<file path="src/rtl/fg_pkg.sv">
// rtl/fg_pkg.sv - shared state encoding and default widths for the waveform sequencer
package fg_pkg;

  localparam int FG_COUNTER_BITWIDTH   = 32;
  localparam int FG_WAVEFORM_BITWIDTH  = 16;
  localparam int FG_PRESCALER_BITWIDTH = 8;
  localparam int FG_BURST_BITWIDTH     = 16;

  typedef enum logic [1:0] {
    IDLE  = 2'd0,
    RUN   = 2'd1,
    DRAIN = 2'd2
  } fg_state_e;

endpackage

</file>
<file path="src/rtl/fg_tick_prescaler.sv">
// rtl/fg_tick_prescaler.sv - tick divider: one-cycle tick every divisor+1 enabled cycles
module fg_tick_prescaler
  import fg_pkg::*;
#(
  parameter int WIDTH = FG_PRESCALER_BITWIDTH
) (
  input  logic             clk_i,
  input  logic             rstn_i,
  input  logic             enable,
  input  logic [WIDTH-1:0] divisor,
  output logic             tick
);

  logic [WIDTH-1:0] count_q;

  assign tick = enable && (count_q == divisor);

  // Divider count 0..divisor; held at 0 while disabled so every run starts a fresh interval.
  // A divisor lowered below the current count restarts the interval instead of wrapping the counter.
  always_ff @(posedge clk_i or negedge rstn_i) begin
    if (!rstn_i) begin
      count_q <= '0;
    end else if (!enable || (count_q >= divisor)) begin
      count_q <= '0;
    end else begin
      count_q <= count_q + WIDTH'(1);
    end
  end

endmodule

</file>
<file path="src/rtl/fg_wave_sequencer.sv">
// rtl/fg_wave_sequencer.sv - waveform sequencer run control and config shadowing; FG_BURST_EN enables burst counting
module fg_wave_sequencer
  import fg_pkg::*;
#(
  parameter int COUNTER_BITWIDTH   = FG_COUNTER_BITWIDTH,
  parameter int WAVEFORM_BITWIDTH  = FG_WAVEFORM_BITWIDTH,
  parameter int PRESCALER_BITWIDTH = FG_PRESCALER_BITWIDTH,
  parameter int BURST_BITWIDTH     = FG_BURST_BITWIDTH
) (
  input  logic                          clk_i,
  input  logic                          rstn_i,
  input  logic                          start_i,
  input  logic                          stop_i,
  input  logic [PRESCALER_BITWIDTH-1:0] prescale_i,
  input  logic                          cfg_valid_i,
  output logic                          cfg_ready_o,
  input  logic [COUNTER_BITWIDTH-1:0]   cfg_period_i,
  input  logic [COUNTER_BITWIDTH-1:0]   cfg_on_i,
  input  logic [WAVEFORM_BITWIDTH-1:0]  cfg_k_rise_i,
  input  logic [WAVEFORM_BITWIDTH-1:0]  cfg_k_fall_i,
  input  logic [WAVEFORM_BITWIDTH-1:0]  cfg_amplitude_i,
  input  logic [BURST_BITWIDTH-1:0]     cfg_bursts_i,
  output logic                          clk_en_o,
  output logic [COUNTER_BITWIDTH-1:0]   CR_o,
  output logic [COUNTER_BITWIDTH-1:0]   counter_o,
  output logic [COUNTER_BITWIDTH-1:0]   ON_counter_o,
  output logic [WAVEFORM_BITWIDTH-1:0]  k_rise_o,
  output logic [WAVEFORM_BITWIDTH-1:0]  k_fall_o,
  output logic [WAVEFORM_BITWIDTH-1:0]  amplitude_o,
  output logic                          busy_o,
  output logic                          done_o
);

  fg_state_e state_q, state_d;

  logic                         run_en;
  logic                         tick;
  logic                         wrap;
  logic                         commit;
  logic                         cfg_fire;
  logic                         enter_idle;
  logic                         burst_end;
  logic [COUNTER_BITWIDTH-1:0]  cr_q;
  logic [COUNTER_BITWIDTH-1:0]  on_clamped;
  logic                         shadow_full_q;
  logic [COUNTER_BITWIDTH-1:0]  sh_period_q;
  logic [COUNTER_BITWIDTH-1:0]  sh_on_q;
  logic [WAVEFORM_BITWIDTH-1:0] sh_k_rise_q;
  logic [WAVEFORM_BITWIDTH-1:0] sh_k_fall_q;
  logic [WAVEFORM_BITWIDTH-1:0] sh_amplitude_q;

  assign run_en = (state_q != IDLE);

  fg_tick_prescaler #(
    .WIDTH(PRESCALER_BITWIDTH)
  ) u_prescaler (
    .clk_i   (clk_i),
    .rstn_i  (rstn_i),
    .enable  (run_en),
    .divisor (prescale_i),
    .tick    (tick)
  );

  assign clk_en_o    = tick;
  assign CR_o        = cr_q;
  assign wrap        = tick && (cr_q == counter_o);
  assign cfg_ready_o = !shadow_full_q;
  assign cfg_fire    = cfg_valid_i && !shadow_full_q;
  // Idle: commit the cycle after transfer. Running: only at a period boundary so a period never changes mid-way.
  assign commit      = shadow_full_q && (!run_en || wrap);
  assign on_clamped  = (cfg_on_i < cfg_period_i) ? cfg_on_i : cfg_period_i;

`ifdef FG_BURST_EN
  logic [BURST_BITWIDTH-1:0] sh_bursts_q;
  logic [BURST_BITWIDTH-1:0] bursts_act_q;
  logic [BURST_BITWIDTH-1:0] burst_left_q;

  // A loaded count of 0 never reaches 1, which is what makes bursts = 0 run continuously.
  assign burst_end = wrap && (burst_left_q == BURST_BITWIDTH'(1));

  // Burst shadow/active copy and remaining-period counter (loaded on the IDLE->RUN start).
  always_ff @(posedge clk_i or negedge rstn_i) begin
    if (!rstn_i) begin
      sh_bursts_q  <= '0;
      bursts_act_q <= '0;
      burst_left_q <= '0;
    end else begin
      if (cfg_fire) begin
        sh_bursts_q <= cfg_bursts_i;
      end
      if (commit) begin
        bursts_act_q <= sh_bursts_q;
      end
      if ((state_q == IDLE) && (state_d == RUN)) begin
        burst_left_q <= bursts_act_q;
      end else if (wrap && (burst_left_q != '0)) begin
        burst_left_q <= burst_left_q - BURST_BITWIDTH'(1);
      end
    end
  end
`else
  logic unused_bursts;
  assign unused_bursts = ^cfg_bursts_i;
  assign burst_end     = 1'b0;
`endif

  // State register.
  always_ff @(posedge clk_i or negedge rstn_i) begin
    if (!rstn_i) begin
      state_q <= IDLE;
    end else begin
      state_q <= state_d;
    end
  end

  // Next-state logic plus busy and the enter-idle strobe that drives the done pulse.
  always_comb begin
    state_d    = state_q;
    busy_o     = run_en;
    enter_idle = 1'b0;
    case (state_q)
      IDLE: begin
        if (start_i && !stop_i) begin
          state_d = RUN;
        end
      end
      RUN: begin
        if (burst_end) begin
          state_d = IDLE;
        end else if (stop_i) begin
          state_d = DRAIN;
        end
      end
      DRAIN: begin
        if (start_i) begin
          state_d = RUN;
        end else if (wrap) begin
          state_d = IDLE;
        end
      end
      default: begin
        state_d = IDLE;
      end
    endcase
    enter_idle = run_en && (state_d == IDLE);
  end

  // Period counter and one-cycle completion pulse.
  always_ff @(posedge clk_i or negedge rstn_i) begin
    if (!rstn_i) begin
      cr_q   <= '0;
      done_o <= 1'b0;
    end else begin
      done_o <= enter_idle;
      if (enter_idle || wrap) begin
        cr_q <= '0;
      end else if (tick) begin
        cr_q <= cr_q + COUNTER_BITWIDTH'(1);
      end
    end
  end

  // Pending shadow: filled by a handshake, emptied by commit (the two are mutually exclusive).
  always_ff @(posedge clk_i or negedge rstn_i) begin
    if (!rstn_i) begin
      shadow_full_q  <= 1'b0;
      sh_period_q    <= '0;
      sh_on_q        <= '0;
      sh_k_rise_q    <= '0;
      sh_k_fall_q    <= '0;
      sh_amplitude_q <= '0;
    end else if (cfg_fire) begin
      shadow_full_q  <= 1'b1;
      sh_period_q    <= cfg_period_i;
      sh_on_q        <= on_clamped;
      sh_k_rise_q    <= cfg_k_rise_i;
      sh_k_fall_q    <= cfg_k_fall_i;
      sh_amplitude_q <= cfg_amplitude_i;
    end else if (commit) begin
      shadow_full_q  <= 1'b0;
    end
  end

  // Active configuration seen by the generator.
  always_ff @(posedge clk_i or negedge rstn_i) begin
    if (!rstn_i) begin
      counter_o    <= '0;
      ON_counter_o <= '0;
      k_rise_o     <= '0;
      k_fall_o     <= '0;
      amplitude_o  <= '0;
    end else if (commit) begin
      counter_o    <= sh_period_q;
      ON_counter_o <= sh_on_q;
      k_rise_o     <= sh_k_rise_q;
      k_fall_o     <= sh_k_fall_q;
      amplitude_o  <= sh_amplitude_q;
    end
  end

endmodule

</file>
<file path="config.mk">
export PLATFORM = sky130hd
export DESIGN_NAME = fg_wave_sequencer
export DESIGN_NICKNAME = d
export VERILOG_FILES = /design/src/rtl/fg_pkg.sv /design/src/rtl/fg_tick_prescaler.sv /design/src/rtl/fg_wave_sequencer.sv
export SDC_FILE = /design/constraint.sdc
export NUM_CORES = 1
export LEC_CHECK = 0
export ABC_AREA = 1
export BUFFER_PORTS_ARGS = -buffer_cell sky130_fd_sc_hd__buf_2
export CORE_ASPECT_RATIO = 0.7
export CORE_MARGIN = 2
export CORE_UTILIZATION = 54
export DETAILED_ROUTE_END_ITERATION = 10
export GPL_ROUTABILITY_DRIVEN = 1
export GPL_TIMING_DRIVEN = 0
export PLACE_DENSITY = 0.81
export SLEW_MARGIN = 20
export SYNTH_ARGS = -nofsm -noshare
export SYNTH_HDL_FRONTEND = slang
export SYNTH_SLANG_ARGS = --single-unit
</file>
<file path="constraint.sdc">
create_clock -name clk_i -period 2.5 [get_ports clk_i]
set_input_delay 0.25 -clock clk_i [delete_from_list [all_inputs] [get_ports clk_i]]
set_output_delay 0.25 -clock clk_i [all_outputs]
set_load 0.02 [all_outputs]
</file>
# After elaboration in Yosys (flattened, before gate mapping)
# Index checks and enable logic that the tools add are counted.
# totals
ff_bits	268
latchBits	0
ramBits	0
mem_bits_ro	0
input_bits	141
out_inout_bits	148
wordCells	51
n_memories	0
# op_classes
addsub	2
multipliers	0
div_mod_pow	0
n_lt_le_gt_ge	2
eq_ne	4
shift	0
n_mux	11
bitwise	0
reduce_logical	17
# op_table
operator	count
$mux W32	3
$add A32 B1 Y32 const B	1
$eq A32 B32 Y1	1
$lt A32 B32 Y1	1
$add A8 B1 Y8 const B	1
$eq A8 B8 Y1	1
$ge A8 B8 Y1	1
$mux W2	4
$mux W8	1
$logic_and A1 B1 Y1	6
$pmux W2 S3	1
$reduce_bool A2 Y1	3
$logic_not A2 Y1	2
$logic_not A1 Y1	3
$logic_or A1 B1 Y1	3
$eq A2 B1 Y1 const B	1
$eq A2 B2 Y1 const B	1
$mux W1	2

# Logic depth before layout (Yosys ltp)
# depth
depth_word	10
mapped_depth	16
depth_no_buf	15

# Modules after synthesis
# A second synthesis with hierarchy kept.
# unflattened
hier_cells	1574
area_unflattened_um2	12758.5
# modules_own_cells
mod	n_inst	cells_each	area_each_um2	seq_area_each_um2
fg_wave_sequencer	1	1485	12124.1	6506.2
fg_tick_prescaler	1	89	634.4	200.2

# Worst setup path before layout
# No wires, ideal clock.
# synth_path
path_kind	register to register
start	register u_prescaler.count_q[6]
end	register k_fall_o[14]
setup_ns	0.130
arrival_ns	1.863
required_time_ns	2.370
setup_slack_ns	0.507
path_stages_with_launch	13
n_path_buf	2
synth_period_minus_slack_ns	1.993
cell_sequence	dfrtp_1 -> ha_1 -> nand2_1 -> nor2_4 -> nand3_4 -> nor2_1 -> nand3_2 -> nand2_4 -> nand2_4 -> buf_6 -> buf_2 -> nand2_1 -> o21ai_1
# synth_via
elab_chain_cells	5
# synth_rtl
item	line	rtl
start: declaration	fg_tick_prescaler.sv:14	logic [WIDTH-1:0] count_q;
start signal: assignment	fg_tick_prescaler.sv:26	count_q <= count_q + WIDTH'(1);
$eq A8 B8 Y1	fg_tick_prescaler.sv:16	assign tick = enable && (count_q == divisor);
$logic_and A1 B1 Y1	fg_tick_prescaler.sv:16	
$logic_and A1 B1 Y1	fg_wave_sequencer.sv:66	assign wrap = tick && (cr_q == counter_o);
$logic_or A1 B1 Y1	fg_wave_sequencer.sv:70	assign commit = shadow_full_q && (!run_en || wrap);
$logic_and A1 B1 Y1	fg_wave_sequencer.sv:70	
end signal: assignment	fg_wave_sequencer.sv:196	k_fall_o <= sh_k_fall_q;
end: declaration	fg_wave_sequencer.sv:28	output logic [WAVEFORM_BITWIDTH-1:0] k_fall_o,
# No other way between the ends.
# A chain may end at the register's enable or synchronous reset.

# Worst setup path in the final report
# layout_path
start	register u_prescaler.count_q[7]
end	register cr_q[24] (netlist: CR_o[24])
# layout_via
elab_chain_cells	10
word_cells_on_any_way	11
cone_classes	1 x eq/ne; 4 x mux; 6 x reduce/logical
# layout_rtl
item	line	rtl
$eq A8 B8 Y1 *	fg_tick_prescaler.sv:16	
$logic_and A1 B1 Y1 *	fg_tick_prescaler.sv:16	
$logic_and A1 B1 Y1	fg_wave_sequencer.sv:66	
$mux W2	fg_wave_sequencer.sv:137	end else if (wrap) begin
$mux W2	fg_wave_sequencer.sv:135	if (start_i) begin
$pmux W2 S3	fg_wave_sequencer.sv:121	case (state_q)
$logic_not A2 Y1	fg_wave_sequencer.sv:145	enter_idle = run_en && (state_d == IDLE);
$logic_and A1 B1 Y1	fg_wave_sequencer.sv:145	
$logic_or A1 B1 Y1	fg_wave_sequencer.sv:155	if (enter_idle || wrap) begin
$mux W32 or $reduce_bool A2 Y1 (tied branches)	--	
end signal: assignment	fg_wave_sequencer.sv:158	cr_q <= cr_q + COUNTER_BITWIDTH'(1);
end: declaration	fg_wave_sequencer.sv:43	logic [COUNTER_BITWIDTH-1:0] cr_q;
# Mark *: on every way between the ends. The rest lies on a longest branch, timed or not.

==> reports/qor.yml <==
dpl.hpwl_microns: 26200
ys_seq_elements: 268
setup_violations: 0
timing.rr.end: "CR_o[24]$_DFFE_PN0P_"
final_area_sq_um: 15800
fin_crit_sh: 0.942
hold_path_depth: 3
synth.mux.area_fraction: 0
slew_viol_final: 0
worst_pin_slew_ps: 762
die_y_microns: 131
yosysMostFrequentCell: "nand2_1"
status: "completed"
synth_area_leaders: "dfrtp_1, nand2_1, o21ai_0, inv_1, nand3_1"
worst_clock_skew_ps: 25.1
std_cell_rows: 46
synth_top_family_by_area: "simple AND/OR/NAND/NOR gates"
chipWidth_microns: 186
synth.largest_area_cell: "dfrtp_1"
globalRouteTotalUtil: 0.300
maxCapViolations: 0
clkSlewWorstSetupHoldPaths_ps: 60
yosysTopAreaCellShare: 0.536
dieArea_sq_um: 24400
worst-r2r-cell-count: 10
routed_wl_microns: 36900
syn_area_sq_um: 12500
cts_num_sinks: 268
synthAdderAreaFrac: 0.0410
pwr_density_cell_nw_per_um2: 1120
cts-root-buf: "clkbuf_16"
worstHoldPathType: "in2reg"
drc_errors: 0
regToRegStartpoint: "u_prescaler.count_q[7]$_DFF_PN0_"
synth_edf_count: 0
multiInputGateArea_sq_um: 5000
num_vias: 11600
regToRegSetupSlack_ps: 140
end_kind: "flop"
first_global_vias: 11100
drtAntennaViolNets: 0
dpl-instance-area_sq_um: 14300
fin_crit_ps: 2360
portBuffers: 272
yosys.area_share.simple: 0.250
cts_inserted_buffers: 27
vias_per_cell: 5.36
ys_types: 30
grt-ovfl-total: 0
synth_compound_gate_area_share: 0.0749
core_sq_um: 22700
finalHoldViolations: 0
yosys-top-cells-count: "nand2_1, dfrtp_1, inv_1"
cp_data_required_time_ps: 2910
p_leak_uw: 0.00835
grt_max_degree: 94
post-place-ws_ps: -13.9
synth.yosys.seq_area_share: 0.536
postLayoutSetupSlackWorst_ps: 144
io_pins: 289
dr.pass1.iters: 5
globalplace.congestion: 0.940
syn_to_final_growth_pct: 26.5
critical_path_class: "reg2reg"
ys.flop_type: "dfrtp_1"
cts_tree: "yes"
synthCells: 1472
min-delay-start: "cfg_period_i[17]"
max_slew_margin: 0.488
synthXorXnorAreaFrac: 0.0301
ir_drop_v: 0.000691
path_max_fanout: 10
wl_per_cell_microns: 17.1
antenna_found_initial: 1
hold_path_end: "sh_period_q[17]$_DFFE_PN0P_"
drtIter0Drc: 1124
async_flop_share: 1.00
grt_pass1_wl_microns: 58200
max_freq_mhz: 424
syn-num-nets: 1654
nFillCells: 1847
crit_arrival_ps: 2770
regArea_sq_um: 6710
clockBufferDepth: 3
ys_warn_count: 0
drive_above_1_share: 0.203
h-tree-depth: 1
finalNetCount: 2014
startpoint_type: "flop"
initial_utilization: 0.552
insertion_delay_ps: 550
synth.avg_cell_area_sq_um: 8.50
## per-layer routing
layer / global-route usage / part of all wire
met4: 0.0980 / 0.032
met2: 0.438 / 0.44
met3: 0.0466 / 0.090
met5: 0 / 0
met1: 0.458 / 0.44
## per-stage QoR
step	std cells	utilization	TNS, ps	power (uW)	hold WS (ps)
final	2162	0.698	0	17700	23.1
after global routing	2162	0.698	-16.9	18700	17.4
after CTS	2153	0.693	0	17500	9.56
after detailed placement	2058	0.632	-13.9	13300	314
after global placement	2056	0.629	-962410	13000	453
after floorplan	1472	-	0	10900	-45.6
## sequential cells by signal, summed over array words and instances, names as in the netlist, 32 cells and up
register	cells
counter_o	32
CR_o	32
sh_on_q	32
ON_counter_o	32
sh_period_q	32
## how the worst max path moves through the flow
stage,start,endpoint
2_1_floorplan,u_prescaler.count_q[6]$_DFF_PN0_,k_fall_o[14]$_DFFE_PN0P_
3_3_place_gp,rstn_i,ON_counter_o[11]$_DFFE_PN0P_
3_5_place_dp,cfg_period_i[27],sh_on_q[27]$_DFFE_PN0P_
4_1_cts,u_prescaler.count_q[3]$_DFF_PN0_,k_fall_o[14]$_DFFE_PN0P_
5_1_grt,u_prescaler.count_q[5]$_DFF_PN0_,CR_o[26]$_DFFE_PN0P_
6_report,u_prescaler.count_q[7]$_DFF_PN0_,CR_o[24]$_DFFE_PN0P_
## where the power goes
group | leakage, uW | switching (uW) | internal (uW)
registers | 0.00339 | 1080 | 6100
logic | 0.00451 | 4280 | 2070
clock network | 0.000447 | 1700 | 2460
## repair_timing
item                                    4_1_cts  5_1_grt
resized for setup                             1       21
hold buffers                                 49        0
buffers inserted                              0        7
cloned                                        0        1
pin swaps                                     0        4
hold endpoints to repair                    136        0
endpoints found under the setup margin        1      124
## worst max-delay path: stages, from the launching register on
cell	delay, ps
dfrtp_1	400
ha_1	310
nand2_1	100
nor2_4	180
nand3_4	160
nor2_4	150
nand3_4	110
buf_4	170
o31ai_1	190
buf_2	370
nor2_1	90
## kinds of logic (layout without fill, tap and decap cells)
kind of cell,count (synthesis),count (layout)
XOR/XNOR,43,43
flip-flops,268,268
other,0,1
AO/OA/AOI/OAI,178,178
AND/OR/NAND/NOR,727,728
adder cells (fa/ha/maj),41,41
buffers and inverters,215,591
## cells in the final DEF, fill, tap and decap left out, types with 2 or more instances in the layout
master           n
nor3_1          20
nand3_1        103
nand3b_1        33
buf_4            7
buf_1            2
bufinv_16        3
xnor2_1         25
nor3b_1          4
clkbuf_2         6
clkbuf_16       27
buf_16           2
nand2_4          3
nor2_2           3
inv_2            7
o21ai_1         21
clkinv_2         4
nor2_4           4
a21oi_2         11
clkbuf_8         6
xor2_1          18
ha_1            41
nand2_1        464
clkinv_1         2
clkbuf_1        46
inv_1          141
nand3_4          2
a21oi_1         27
buf_2          280
and3_1           2
dfrtp_1        268
o21ai_0        117
nand4_1         14
dlygate4sd3_1   49
buf_6            4
clkbuf_4         2
nor2_1          75
## cell type report
cell class / instances / share of cell area
antenna: 1 / 0.000158
tap: 312 / 0.0247
buffer: 65 / 0.0190
clock inverter: 9 / 0.00806
multi-input combinational: 990 / 0.316
clock buffer: 37 / 0.0489
sequential: 268 / 0.424
timing repair buffer: 330 / 0.124
inverter: 150 / 0.0356
Power figures use the tool's default switching activity.
